**src/rtl/scan_display_n.sv**
```systemverilog
// scan_display_n: parametrised multiplexed 7-segment scanner with prescaler, per-digit dp and blanking
//   clk_i    system clock, all state changes on posedge
//   rst_ni   synchronous active-low reset
//   en_i     scan enable; low holds position and blanks the display
//   data_i   hex nibble per digit, digit i = data_i[4*i+3:4*i]
//   dp_i     per-digit decimal point request
//   blank_i  per-digit segment suppression
//   sel_o    index of the digit currently driven
//   dig_o    active-low one-hot digit enable
//   seg_o    active-low segments {dp,g,f,e,d,c,b,a}
//   frame_o  one-cycle pulse on each step into digit 0
module scan_display_n #(
  parameter int DIGITS = 8,
  parameter int SEL_W  = 3,
  parameter int DIV    = 1,
  parameter int DIV_W  = 1
) (
  input  logic                  clk_i,
  input  logic                  rst_ni,
  input  logic                  en_i,
  input  logic [4*DIGITS-1:0]   data_i,
  input  logic [DIGITS-1:0]     dp_i,
  input  logic [DIGITS-1:0]     blank_i,
  output logic [SEL_W-1:0]      sel_o,
  output logic [DIGITS-1:0]     dig_o,
  output logic [7:0]            seg_o,
  output logic                  frame_o
);
  localparam logic [7:0] HEX [16] = '{
    8'hC0, 8'hF9, 8'hA4, 8'hB0, 8'h99, 8'h92, 8'h82, 8'hF8,
    8'h80, 8'h90, 8'h88, 8'h83, 8'hC6, 8'hA1, 8'h86, 8'h8E
  };
  logic [DIV_W-1:0]  cnt_q, cnt_d;
  logic [SEL_W-1:0]  sel_q, sel_d, nxt;
  logic [DIGITS-1:0] dig_q, dig_d;
  logic [7:0]        seg_q, seg_d, base;
  logic              frame_q, frame_d, tick;
  // Outputs are computed from the digit being stepped into, so dig/seg always match sel in the same cycle.
  always_comb begin
    tick    = en_i && cnt_q == DIV_W'(DIV - 1);
    nxt     = sel_q == SEL_W'(DIGITS - 1) ? '0 : sel_q + SEL_W'(1);
    base    = HEX[data_i[4*nxt +: 4]];
    cnt_d   = !en_i ? cnt_q : tick ? '0 : cnt_q + DIV_W'(1);
    sel_d   = tick ? nxt : sel_q;
    dig_d   = !en_i ? '1 : tick ? ~(DIGITS'(1) << nxt) : dig_q;
    seg_d   = !en_i ? 8'hFF : !tick ? seg_q :
              blank_i[nxt] ? 8'hFF : {base[7] & ~dp_i[nxt], base[6:0]};
    frame_d = tick && nxt == '0;
  end
  always_ff @(posedge clk_i) begin
    if (!rst_ni) begin
      cnt_q   <= '0;
      sel_q   <= SEL_W'(DIGITS - 1);
      dig_q   <= '1;
      seg_q   <= 8'hFF;
      frame_q <= 1'b0;
    end else begin
      cnt_q   <= cnt_d;
      sel_q   <= sel_d;
      dig_q   <= dig_d;
      seg_q   <= seg_d;
      frame_q <= frame_d;
    end
  end
  assign sel_o   = sel_q;
  assign dig_o   = dig_q;
  assign seg_o   = seg_q;
  assign frame_o = frame_q;
endmodule

```
**config.mk**
```make
export PLATFORM = sky130hd
export DESIGN_NAME = scan_display_n
export DESIGN_NICKNAME = d
export VERILOG_FILES = /design/src/rtl/scan_display_n.sv
export SDC_FILE = /design/constraint.sdc
export NUM_CORES = 1
export LEC_CHECK = 0
export CAP_MARGIN = 0
export CORE_AREA = 2 2 67 69
export CTS_BUF_LIST = sky130_fd_sc_hd__clkbuf_2 sky130_fd_sc_hd__clkbuf_4 sky130_fd_sc_hd__clkbuf_8
export CTS_CLUSTER_DIAMETER = 100
export CTS_CLUSTER_SIZE = 24
export DETAILED_ROUTE_END_ITERATION = 16
export DIE_AREA = 0 0 69 71
export PLACE_DENSITY_LB_ADDON = 0.15
export SYNTH_ARGS = -nofsm -noshare
export SYNTH_HDL_FRONTEND = slang
export SYNTH_SLANG_ARGS = --single-unit
```
**constraint.sdc**
```tcl
create_clock -name clk_i -period 4.1 [get_ports clk_i]
set_clock_uncertainty 0.2 [all_clocks]
set_input_delay 0.615 -clock clk_i [delete_from_list [all_inputs] [get_ports clk_i]]
set_output_delay 0.615 -clock clk_i [all_outputs]
set_load 0.005 [all_outputs]
```
==> results.md <==
- status: finished, final reports clean
- post-cts sizing count: 0
- CTS tree: yes
- clock group share of total power: 16.6%
- Mean Syn Cell Area: 8.11 sq um
- slowest stage cell on the critical path: ha_1
- post-route clock period utilization: 87.2%
- kind of start point of the critical path: flip-flop
- Hold EP: seg_o[0]
- cell depth of the worst flop-to-flop path: 10
- power density over cell area: 340 nW/um^2
- Rel. slew slack: 35.4%
- number of enable-type register cells in the synthesized netlist: 0
- horizontal die dimension: 69 um
- category of the critical setup timing path: reg2reg
- switching power: 0.000304 W
- minimum setup slack among reg-to-reg paths: 0.52 ns
- core area: 4200 sq um
- number of design-rule violations left by the first detailed-router iteration: 98
- Final HPWL DP: 3.54 mm
- fraction of power consumed by combinational cells: 55.0%
- Internal Pwr Total: 0.000504 W
- Port-buffer cells: 70
- pin count of the biggest net entering global routing: 23
- flops & latches, synth: 21
- Final min period: 3.58 ns
- largest stage delay on the critical path: 0.72 ns
- pre-CTS setup slack: 0.581 ns
- r2r startpoint: sel_o[1]
- sequential area share after synthesis: 26.2%
- dominant cell type by area after synthesis: dfxtp_1
- buffering stage count on the worst path with inverters included: 1
- worst hold path cell count: 2
- GRT Overall Usage: 18.7%
- clock buffer count from CTS: 3
- die area: 4900 sq um
- number of global-route vias before repair: 1628
- Async SR Flop Fraction: 0%
- synth cell count leaders: 21 x dfxtp_1, 20 x nand2_1, 14 x o21ai_0, 11 x mux2i_1, 10 x nor2b_1
- Area Growth Syn to Fin: 48.2%
- count of final hold-check violations: 0
- type of the most critical hold path: reg2reg
- initial standard-cell utilization of the core: 38.2%
- fraction of power consumed by sequential logic: 28.4%
- setup repair after global routing missed its margin: no
- first-pass GRT wire length: 7.62 mm
- cell leakage power: 0.916 nW
- detailed-route wire length per cell: 14.5 um
- initial antenna violation count: 0
- switching portion of total power: 37.7%
- wire length after detailed routing: 4.56 mm
- GP Congestion: 0.816
- number of clock sinks: 21
- peak supply drop: 0.162 mV
- number of max-slew violations in the final report: 0
- buffer cell driving the clock tree root: clkbuf_8
- Req. time, crit path: 4.04 ns
- synth top area cells: dfxtp_1 26%, ha_1 7.0%, mux2i_1 6.9%
- synthesized instance count: 198
- number of detailed-route iterations in the first pass: 4
- Maximum Capacitance Violations: 0
- depth of the CTS H-tree: 1
- Worst setup EP type: flip-flop
- destination of the worst register-to-register timing path: seg_o[0]
- clock latency of the later-clocked register in the worst-skew pair: 0.26 ns
- number of post-CTS setup repair buffers: 0
- clock-pin slew reported for the worst setup and hold paths after clock tree synthesis: 0.08 ns
- deepest clock path buffer count: 2
- final sum of negative setup slack: 0 ns
- arrival time at the worst endpoint: 3.51 ns
- FMAX: 280 MHz
- Yosys top cell area share: 26.2%
- DRC viols: 0
- die extent in y: 71 um
- most used flip-flop cell after synthesis: dfxtp_1
- post-synthesis cell area: 1610 sq um
- number of unique standard cell types used by synthesis: 45
- Antenna Diode Count: 0
- number of vias after detailed routing: 1698
- drt via density: 5.39
- beginning of the worst hold path: seg_o[0]
- highest fanout seen on the critical path: 22
- Final #Nets: 324
- slew at the pin closest to its max-slew limit: 0.965 ns
- most frequent cell after synthesis: dfxtp_1
- number of hold buffers added after cts: 0
- number of nets produced by synthesis: 258
- fraction of layout instances using a drive strength above 1: 5.70%
- num ports: 71
- worst setup margin: 0.524 ns
- Largest delay share family, worst path: compound AO/OA/AOI/OAI gates
- residual overflow from global routing: 0
- Detail Route Antenna Nets: 0
- row count: 24
- Critical Path, Cell by Cell: ha_1 -> nor3b_1 -> a211oi_1 -> a32oi_1 -> inv_1 -> ha_1 -> nand2_1 -> nor2_1 -> a2111oi_0 -> nor2_1
- count of yosys warnings during synthesis: 0
- final setup vio count: 0
==> power groups by stage <==
stage / registers (W) / clock network, W / logic (W)
after floorplan: 0.000236 / 0 / 0.000302
after global placement: 0.000234 / 0 / 0.000439
after detailed placement: 0.000234 / 0 / 0.000442
after CTS: 0.000230 / 0.000137 / 0.000444
after global routing: 0.000232 / 0.000146 / 0.000492
final: 0.000229 / 0.000134 / 0.000445
==> per-stage QoR <==
stage                     instance area [sq um]  utilization, %  cells  hold WS, ns  total power, W
after detailed placement                   2330            55.5    311        0.258        0.000676
after floorplan                            1610               -    198        0.264        0.000538
after global routing                       2380            56.6    315        0.305        0.000870
after CTS                                  2380            56.6    315        0.278        0.000811
after global placement                     2330            55.5    311        0.254        0.000673
final                                      2380            56.6    315        0.271        0.000808
==> worst register-to-register path, stage by stage (launching register included) <==
cell	delay [ns]
dfxtp_1	0.33
ha_1	0.72
nor3b_1	0.48
a211oi_1	0.14
a32oi_1	0.45
inv_1	0.22
ha_1	0.25
nand2_1	0.06
nor2_1	0.04
a2111oi_0	0.47
nor2_1	0.09
==> cell type report <==
type / count / area (sq um)
Clock buffer: 3 / 41.3
Multi-Input combinational cell: 156 / 1090
Sequential cell: 21 / 420
Clock inverter: 1 / 5.00
Tap cell: 52 / 65.1
Timing Repair Buffer: 74 / 731
Inverter: 8 / 30.0
Fill cell: 400 / 1830
==> logic make-up after synthesis <==
kind of cell,Yosys count,synth area share [%]
and+or+nand+nor,74,24.8
AOI/OAI and AO/OA,60,27.7
buffers and inverters,21,6.16
DFF,21,26.2
muxes,12,7.56
adders and majority gates,9,7.01
xor gates and xnor gates,1,0.546
==> flip-flops by register name, indices dropped and copies added, names as in the netlist <==
register,count
seg_o,8
cnt_q,1
frame_o,1
sel_o,3
dig_o,8
==> worst max-delay path by stage <==
stage / start / endpoint / slack [ns] / cells past startpoint
4_1_cts: sel_o[1] / seg_o[1] / 0.56 / 10
6_report: sel_o[1] / seg_o[0] / 0.52 / 10
3_3_place_gp: sel_o[1] / seg_o[4] / 0.69 / 9
5_1_grt: sel_o[1] / seg_o[1] / 0.14 / 10
3_5_place_dp: sel_o[1] / seg_o[0] / 0.58 / 10
2_1_floorplan: sel_o[0] / seg_o[4] / 1.05 / 12
==> layout by cell type, fill, tap and decap left out, drive strengths merged, types with 2 or more instances in the layout <==
cell type / instances
nand2b: 2
inv: 8
clkbuf: 3
nor3: 8
clkdlybuf4s50: 70
a221oi: 2
a211oi: 4
o21ai: 18
ha: 9
o211ai: 4
nor2b: 10
o22a: 2
nor4b: 2
and3b: 4
a22oi: 4
o22ai: 7
nor3b: 4
buf: 4
and2: 2
a21oi: 3
nand3: 8
a21bo: 2
mux2i: 11
dfxtp: 21
a32oi: 4
nand2: 20
nor2: 9
a21boi: 2
a211o: 2
==> layer usage <==
layer | track usage [%] | up-vias | routed length, um
met5 | 0 | - | 0
met4 | 3.27 | 0 | 36
met3 | 2.71 | 5 | 212
met2 | 31.1 | 55 | 2080
met1 | 26.3 | 776 | 2230
li1 | - | 862 | -
No activity file was read; power rests on OpenSTA's default activity.
